==> src/rtl/systolic_tile_scheduler.sv <==
// systolic_tile_scheduler: walks i/j/k tiles of an MxM matmul; start_i/dim_i/base_*_i in, tile addresses/sizes/accum with new_data_o pulse out, tile_done_i back, busy_o/done_o/err_o status
module systolic_tile_scheduler #(
  parameter int N = 4,
  parameter int ADDR_W = 12,
  parameter int MAX_DIM = 32
) (
  input  logic              clk,
  input  logic              rst,
  input  logic              start_i,
  input  logic [5:0]        dim_i,
  input  logic [ADDR_W-1:0] base_a_i,
  input  logic [ADDR_W-1:0] base_b_i,
  input  logic [ADDR_W-1:0] base_c_i,
  input  logic              tile_done_i,
  output logic              new_data_o,
  output logic [ADDR_W-1:0] addr_a_o,
  output logic [ADDR_W-1:0] addr_b_o,
  output logic [ADDR_W-1:0] addr_c_o,
  output logic [5:0]        row_stride_o,
  output logic [3:0]        tile_m_o,
  output logic [3:0]        tile_n_o,
  output logic [3:0]        tile_k_o,
  output logic              accum_o,
  output logic              busy_o,
  output logic              done_o,
  output logic              err_o
);
  localparam int LG = $clog2(N);
  localparam logic [7:0] N8 = 8'(N);
  typedef enum logic [2:0] {IDLE, SETUP, ISSUE, WAIT, ADVANCE, FINISH} state_t;
  state_t state_q;
  logic [5:0] m_q;
  logic [4:0] t_q, i_q, j_q, k_q;
  logic [ADDR_W-1:0] base_a_q, base_b_q, base_c_q, nm_q, io_q, jo_q, ko_q, kr_q;
  logic new_data_q, busy_q, done_q, err_q;
  logic [7:0] rem_m, rem_n, rem_k;
  logic legal, k_last, j_last, i_last;
  always_comb begin
    legal = m_q != 6'd0 && {1'b0, m_q} <= 7'(MAX_DIM);
    k_last = k_q == t_q - 5'd1;
    j_last = j_q == t_q - 5'd1;
    i_last = i_q == t_q - 5'd1;
    rem_m = {2'b0, m_q} - ({3'b0, i_q} << LG);
    rem_n = {2'b0, m_q} - ({3'b0, j_q} << LG);
    rem_k = {2'b0, m_q} - ({3'b0, k_q} << LG);
  end
  assign tile_m_o = rem_m > N8 ? 4'(N) : rem_m[3:0];
  assign tile_n_o = rem_n > N8 ? 4'(N) : rem_n[3:0];
  assign tile_k_o = rem_k > N8 ? 4'(N) : rem_k[3:0];
  assign addr_a_o = base_a_q + io_q + ko_q;
  assign addr_b_o = base_b_q + kr_q + jo_q;
  assign addr_c_o = base_c_q + io_q + jo_q;
  assign row_stride_o = m_q;
  assign accum_o = k_q != 5'd0;
  assign new_data_o = new_data_q;
  assign busy_o = busy_q;
  assign done_o = done_q;
  assign err_o = err_q;
  always_ff @(posedge clk) begin
    if (rst) begin
      state_q <= IDLE;
      m_q <= '0;
      t_q <= '0;
      i_q <= '0;
      j_q <= '0;
      k_q <= '0;
      base_a_q <= '0;
      base_b_q <= '0;
      base_c_q <= '0;
      nm_q <= '0;
      io_q <= '0;
      jo_q <= '0;
      ko_q <= '0;
      kr_q <= '0;
      new_data_q <= 1'b0;
      busy_q <= 1'b0;
      done_q <= 1'b0;
      err_q <= 1'b0;
    end else begin
      new_data_q <= 1'b0;
      done_q <= 1'b0;
      case (state_q)
        IDLE: if (start_i) begin
          m_q <= dim_i;
          base_a_q <= base_a_i;
          base_b_q <= base_b_i;
          base_c_q <= base_c_i;
          err_q <= 1'b0;
          busy_q <= 1'b1;
          state_q <= SETUP;
        end
        SETUP: begin
          t_q <= 5'(({1'b0, m_q} + 7'(N - 1)) >> LG);
          nm_q <= ADDR_W'(m_q) << LG;
          i_q <= '0;
          j_q <= '0;
          k_q <= '0;
          io_q <= '0;
          jo_q <= '0;
          ko_q <= '0;
          kr_q <= '0;
          state_q <= legal ? ISSUE : FINISH;
          new_data_q <= legal;
          done_q <= !legal;
          err_q <= !legal;
        end
        ISSUE: state_q <= WAIT;
        WAIT: if (tile_done_i) state_q <= ADVANCE;
        ADVANCE: begin
          state_q <= (k_last && j_last && i_last) ? FINISH : ISSUE;
          new_data_q <= !(k_last && j_last && i_last);
          done_q <= k_last && j_last && i_last;
          // counters freeze on the last tile so outputs keep its values until the next job
          if (!k_last) begin
            k_q <= k_q + 5'd1;
            ko_q <= ko_q + ADDR_W'(N);
            kr_q <= kr_q + nm_q;
          end else if (!j_last) begin
            k_q <= '0;
            ko_q <= '0;
            kr_q <= '0;
            j_q <= j_q + 5'd1;
            jo_q <= jo_q + ADDR_W'(N);
          end else if (!i_last) begin
            k_q <= '0;
            ko_q <= '0;
            kr_q <= '0;
            j_q <= '0;
            jo_q <= '0;
            i_q <= i_q + 5'd1;
            io_q <= io_q + nm_q;
          end
        end
        FINISH: begin
          busy_q <= 1'b0;
          state_q <= IDLE;
        end
        default: state_q <= IDLE;
      endcase
    end
  end
endmodule

==> config.mk <==
export PLATFORM = sky130hd
export DESIGN_NAME = systolic_tile_scheduler
export DESIGN_NICKNAME = d
export VERILOG_FILES = /design/src/rtl/systolic_tile_scheduler.sv
export SDC_FILE = /design/constraint.sdc
export NUM_CORES = 1
export LEC_CHECK = 0
export CORE_MARGIN = 3
export CORE_UTILIZATION = 40
export DETAILED_ROUTE_END_ITERATION = 8
export PLACE_DENSITY_LB_ADDON = 0.08
export SETUP_SLACK_MARGIN = 0.02
export SLEW_MARGIN = 10
export SYNTH_ARGS = -nofsm -noshare
export SYNTH_HDL_FRONTEND = slang
export SYNTH_SLANG_ARGS = --single-unit
==> constraint.sdc <==
create_clock -name clk -period 6.3 [get_ports clk]
set_input_delay 0.945 -clock clk [delete_from_list [all_inputs] [get_ports clk]]
set_output_delay 0.945 -clock clk [all_outputs]
set_load 0.02 [all_outputs]
==> results of run 1 <==
-- through the flow --
stage | area [um^2] | power, uW
2_1_floorplan | 8170 | 1790
3_3_place_gp | 9320 | 2240
3_5_place_dp | 9320 | 2260
4_1_cts | 10000 | 3470
5_1_grt | 10000 | 3660
6_report | 10000 | 3440
-- how the worst max path moves through the flow --
stage | start | to | slack, ns | depth (start not counted)
final | jo_q[3] | addr_b_o[10] | 1.59 | 9
after global routing | jo_q[3] | addr_b_o[10] | 1.33 | 9
after CTS | jo_q[3] | addr_b_o[10] | 1.59 | 9
after detailed placement | jo_q[3] | addr_b_o[10] | 2.05 | 9
after global placement | jo_q[3] | addr_b_o[10] | 2.08 | 9
after floorplan | io_q[3] | addr_a_o[10] | 2.75 | 7
-- sequential cells by signal, indices dropped and copies added (netlist names), 3 cells and up --
register	count
base_a_q	12
base_b_q	12
base_c_q	12
i_q	5
io_q	10
j_q	5
jo_q	10
k_q	5
ko_q	10
kr_q	10
nm_q	6
row_stride_o	6
state_q	3
t_q	5
-- cells in the final DEF (no fill, tap or decap), types with 11 or more instances in the layout --
master and count:
or3_1 15, and2_1 11, nand3_1 36, clkbuf_16 17
xor2_1 21, o21ai_0 25, a21o_1 16, o31ai_1 11
or4_1 14, nor2b_1 14, nor3_1 17, a32oi_1 11
clkdlybuf4s50_1 100, dfxtp_1 115, nor2_1 43, a21oi_1 120
nand2_1 135, inv_1 43, xnor2_1 33, conb_1 12
and3_1 12, fa_1 35, ha_1 61
-- logic make-up after synthesis --
family                     count (synthesis)  share of synthesized area [%]
and+or+nand+nor                          343                           21.1
AOI/OAI and AO/OA                        250                           19.9
DFF                                      115                           28.3
buffers and inverters                     98                           5.17
adders and majority gates                 96                           18.0
xor gates and xnor gates                  56                           6.39
muxes                                      8                          0.985
other                                      2                         0.0924
-- metal layers --
| layer | global-route usage (%) | vias up | wire length [um] |
|---|---|---|---|
| met3 | 4.17 | 11 | 982 |
| met5 | 0 | - | 0 |
| met1 | 30.0 | 3497 | 11200 |
| met4 | 4.06 | 0 | 158 |
| li1 | - | 3623 | - |
| met2 | 34.6 | 136 | 10300 |
-- final cells by class --
type | instances | share of cell area (%)
clock buffer | 18 | 4.37
tap | 265 | 3.30
timing repair buffer | 108 | 10.6
clock inverter | 14 | 2.79
sequential | 115 | 22.9
inverter | 45 | 1.68
multi-input combinational | 765 | 54.4
-- report_power, final --
group | internal, uW | switching [uW]
logic | 542 | 756
clock network | 832 | 372
registers | 812 | 123
-- worst max-delay path, delay by kind of cell (launching register included) --
family                     cells  cell delay, ns
adders and majority gates      2            0.71
buffers and inverters          1            0.60
AOI/OAI and AO/OA              4            0.70
and+or+nand+nor                2            0.78
DFF                            1            0.55
==> results by group, run 1 <==
Worst setup path
  • Worst reg2reg startpoint: t_q[0]
  • Arrival time at the worst endpoint: between 3 and 4 ns
  • R2R cell count: 9
  • Cell Chain, Critical Path: fa_1, ha_1, a21oi_1, o21ai_0, a21oi_1, o21ai_0, or4b_2, nand3_1, clkdlybuf4s50_1
  • Critical R2R Capture: ko_q[8]
  • CP Data Required Time: 5.35 ns
  • Crit path max fanout: 7
  • CP Capture Type: output port
  • Slowest cell on crit path: or4b_2
  • Worst R2R Setup Slack: between 2 and 2.5 ns
  • Worst Path Class, Setup: flop to output port
  • Slowest cell delay on critical path: about 0.67 ns
  • Nature of the critical path startpoint: flop

Run
  • Max Cap Viol: 0

Global routing
  • First-pass GRT wire length: 37,600 um
  • GRT Total Usage: between 20% and 30%
  • Initial antenna violation count: 0
  • Pin count of the biggest net entering global routing: 47
  • GR Overflow Total: 0
  • Vias in the first global route: 7,024

Yosys
  • Syn Area/Cell: 8.40 um^2
  • Top cells by area, synth: dfxtp_1 (28%), ha_1 (9.4%), fa_1 (8.6%)
  • FFs w/ async S/R, synth: 0%
  • Count leader, synth: nand2_1
  • Syn. warnings: 0
  • Dominant cell type by area after synthesis: dfxtp_1
  • Synth Cell Area: 0.00813 mm^2
  • Post-Synthesis Cells: between 900 and 1,000
  • Most frequent cells after synthesis: nand2_1 (135), a21oi_1 (120), dfxtp_1 (115)
  • Sequential share of the synthesized area: between 20% and 30%
  • Synthesized flop and latch total: 115
  • Synth unique cells: 69
  • Yosys top cell area share: 28.3%
  • Ys flop type: dfxtp_1
  • Post-synth EDFFs: 0

Route
  • Initial DRC Count: approximately 460
  • Vias: 7,267
  • ANT nets after route: 0
  • Number of vias per cell: approximately 5.5
  • Post-DR wirelength/cell: 17.1 um
  • Final wirelength: 22,700 um
  • DRT Pass-1 Iters: 4
  • DRC: 0

Timing
  • Final Hold Fails: 0
  • Skew final: 0.00666 ns
  • Final hold slack: 0.455 ns
  • Crit path time final: 4.71 ns
  • Worst slew pin tran: 1.12 ns
  • Tcrit/Tclk final: 74.8%
  • Setup TNS: 0 ns
  • Final-report setup violation count: 0
  • Max Freq: 212 MHz
  • Setup ws final: 1.59 ns
  • Max_slew headroom: roughly a quarter
  • RSZ-0062 raised after global routing: false
  • Fin. max-slew vios: 0

CTS
  • Root Driver: clkbuf_16
  • # H-tree levels: 4
  • CTS Sinks: 115
  • CTS tree: done
  • CTS clock-pin slew for the worst setup and hold paths: 0.06 ns
  • Clock buffer count from CTS: 17
  • Post-CTS Setup Bufs: 0
  • Clk buf depth: 2
  • Clock Latency Late Sink: 0.42 ns
  • CTS Hold Bufs: 0
  • Cts repair resizes: 0

Floorplan
  • Initial Util: 41.2%
  • Die W: 149 um
  • Die Ht: ~150 um
  • Num rows: just over 50
  • Top Ports: between 100 and 150
  • Die ar.: 0.0221 mm^2
  • Core area: ~0.020 mm^2

Worst hold path
  • Hold EP: base_b_q[0]
  • HP Class: flop to flop
  • Hold Startpoint: base_b_q[0]
  • Hold Crit Depth: 2

Placement
  • RD Place Congestion: 0.807
  • Final HPWL from detailed placement: 16,400 um
  • Post-Place Cells: 1,298
  • Dpl ws: 2.05 ns
  • Port-buffer cells: 101

Power and ir drop
  • Leak Pwr: between 0.004 and 0.005 uW
  • Total power per unit cell area: 342 mW/mm^2
  • Worst vdd ir: between 0.2 and 0.25 mV

Cells and area
  • Area growth, synth to finish: 23.5%
  • Post-Layout Cell Count: 1,330
  • Number of nets in the layout: 1,194
  • Share of cells above drive strength 1: between 6 and 7%
  • Multi-input logic area: 0.00546 mm^2
  • N_diodes: 0
  • Layout fillers: 1,923
  • Final core utilization: 50.9%
  • Storage element area: 0.00230 mm^2

Outcome
  • Run status: complete, no violations
Power figures use the tool's default switching activity.
==> inputs of run 2 (changes only) <==
==> constraint.sdc (replaced) <==
create_clock -name clk -period 4.4 [get_ports clk]
set_input_delay 0.66 -clock clk [delete_from_list [all_inputs] [get_ports clk]]
set_output_delay 0.66 -clock clk [all_outputs]
set_load 0.02 [all_outputs]
==> run 2 against run 1 <==
Against the previous run: flip-flop and latch count is the same; register-to-register slack lost 1.5 ns; critical endpoint is now addr_c_o[11]; sequential power grew 42%; total power grew 33%; first-iteration DRC count shrank 11%; cell area shrank 0.70%.
==> results by group, run 2 (synthesis gave the netlist of run 1 again) <==
Power and ir drop
  • Total power per unit cell area: 457 mW/mm^2
  • Worst vdd ir: 0.290 mV
  • Leak Pwr: 0.00403 uW

Cells and area
  • Area growth, synth to finish: 22.6%
  • Post-Layout Cell Count: ~1,300
  • Layout fillers: approximately 1,900
  • Top flop regs: base_a_q: 12 flops, base_b_q: 12 flops, base_c_q: 12 flops
  • Finished Cell Area: 0.00997 mm^2
  • Leading cell types in the layout, fill and taps excluded: nand2_1 (135), a21oi_1 (120), dfxtp_1 (111)
  • N_diodes: 0
  • Share of cells above drive strength 1: 7.35%
  • Number of nets in the layout: 1,204
  • Commonest non-fill, non-tap cell in the layout: nand2_1

Placement
  • Port-buffer cells: just over 100
  • DP Area: ~0.0094 mm^2
  • RD Place Congestion: 0.815
  • Post-Place Cells: 1,308
  • Final HPWL from detailed placement: 16,700 um

CTS
  • Clk buf depth: 2
  • CTS clock-pin slew for the worst setup and hold paths: 0.05 ns
  • CTS Hold Bufs: 0
  • Clock Latency Late Sink: 0.42 ns
  • CTS tree: done
  • # H-tree levels: 4
  • CTS Sinks: 115
  • Clock buffer count from CTS: 17
  • Root Driver: clkbuf_16

Global routing
  • GRT Total Usage: 20.9%
  • Pin count of the biggest net entering global routing: 71
  • Vias in the first global route: about 7,100
  • Initial antenna violation count: 0
  • GR Overflow Total: 0
  • First-pass GRT wire length: 36,800 um

Floorplan
  • Initial Util: 41.2%
  • Die Ht: 149 um
  • Core area: roughly 0.02 mm^2
  • Die W: 149 um
  • Top Ports: 105
  • Die ar.: 0.0221 mm^2
  • Num rows: 51

Worst hold path
  • Hold EP: base_b_q[0]
  • Hold Crit Depth: 2
  • Hold Startpoint: base_b_q[0]
  • HP Class: flop to flop

Route
  • Initial DRC Count: 404
  • Final wirelength: approximately 23,000 um
  • Vias: a little over 7,000
  • ANT nets after route: 0
  • Post-DR wirelength/cell: about 17 um
  • Number of vias per cell: 5.41
  • DRC: 0
  • DRT Pass-1 Iters: 5

Timing
  • Skew final: about 0.008 ns
  • Setup TNS: 0 ns
  • RSZ-0062 raised after global routing: false
  • Max_slew headroom: 43.1%
  • Crit path time final: 4.10 ns
  • Max Freq: 244 MHz
  • Tcrit/Tclk final: 93.3%
  • Final-report setup violation count: 0
  • Final Hold Fails: 0
  • Worst slew pin tran: about 0.85 ns
  • Fin. max-slew vios: 0

Worst setup path
  • Nature of the critical path startpoint: flop
  • Worst Path Class, Setup: flop to output port
  • Critical R2R Capture: state_q[1]
  • CP Data Required Time: 3.74 ns
  • Worst R2R Setup Slack: 0.91 ns
  • Crit path max fanout: 4
  • Worst reg2reg startpoint: t_q[0]
  • R2R cell count: 10
  • Arrival time at the worst endpoint: 3.44 ns
  • CP Capture Type: output port

Outcome
  • Run status: complete, no violations

Run
  • Max Cap Viol: 0
## run 2: cell count changes in the layout (fill, tap and decap cells not counted), moves of 2 or more
cell             previous run  this run
buf_4                       8        18
bufinv_16                   8         1
dfxtp_1                   115       111
dfxtp_2                     0         4
clkbuf_8                    1         4
clkbuf_1                    0         2
clkdlybuf4s50_1           100        98
clkinv_2                    3         5
dlymetal6s2s_1              0         2
## run 2: cell type report
cell class | instances | area (um^2) | area share, %
clock buffer | 23 | 488 | 4.89
clock inverter | 9 | 78.8 | 0.790
inverter | 45 | 169 | 1.69
multi-input combinational | 765 | 5460 | 54.7
sequential | 115 | 2310 | 23.1
tap | 265 | 332 | 3.32
timing repair buffer | 118 | 1140 | 11.4
## run 2: per-stage QoR
step                      util, %  setup WS [ns]  power [uW]  hold WS, ns
after floorplan                 -           1.14        2570        0.437
after global placement       47.6          0.521        3230        0.445
after detailed placement     47.6          0.498        3240        0.450
after CTS                    50.5         0.0431        4600        0.458
after global routing         50.6         0.0286        4850        0.481
final                        50.6          0.296        4560        0.453
## run 2: per-layer routing
layer / vias to the layer above / track usage, % / share of wire (%)
met5: - / 0 / 0
met4: 0 / 4.39 / 0.86
met3: 14 / 4.48 / 4.5
met2: 140 / 33.7 / 45
met1: 3460 / 29.0 / 49
li1: 3638 / - / -
## run 2: timing repair
action	CTS	global route
resized for setup	0	7
setup buffers	0	0
endpoints found under the setup margin	0	4
## run 2: critical path: stages (launching register included)
cell	delay, ns
dfxtp_2	0.41
fa_1	0.44
ha_1	0.22
a21o_1	0.15
a21oi_1	0.20
o21bai_1	0.10
a21oi_1	0.24
o21ai_0	0.21
and4_1	0.25
nor3_1	0.18
clkdlybuf4s50_1	0.62
## run 2: worst max-delay path by stage
stage	from	end	slack, ns	depth (start not counted)
floorplan	io_q[3]	addr_a_o[10]	1.14	7
global placement	jo_q[3]	addr_b_o[10]	0.52	9
detailed placement	jo_q[3]	addr_b_o[10]	0.50	9
CTS	jo_q[3]	addr_b_o[10]	0.04	9
global route	jo_q[4]	addr_c_o[11]	0.03	9
finish	jo_q[3]	addr_c_o[11]	0.30	10
## run 2: power by group
part	switching (uW)	internal [uW]	total (uW)
Clock	511	831	1340
Combinational	1090	793	1880
Sequential	165	1160	1330
Total	1770	2790	4560
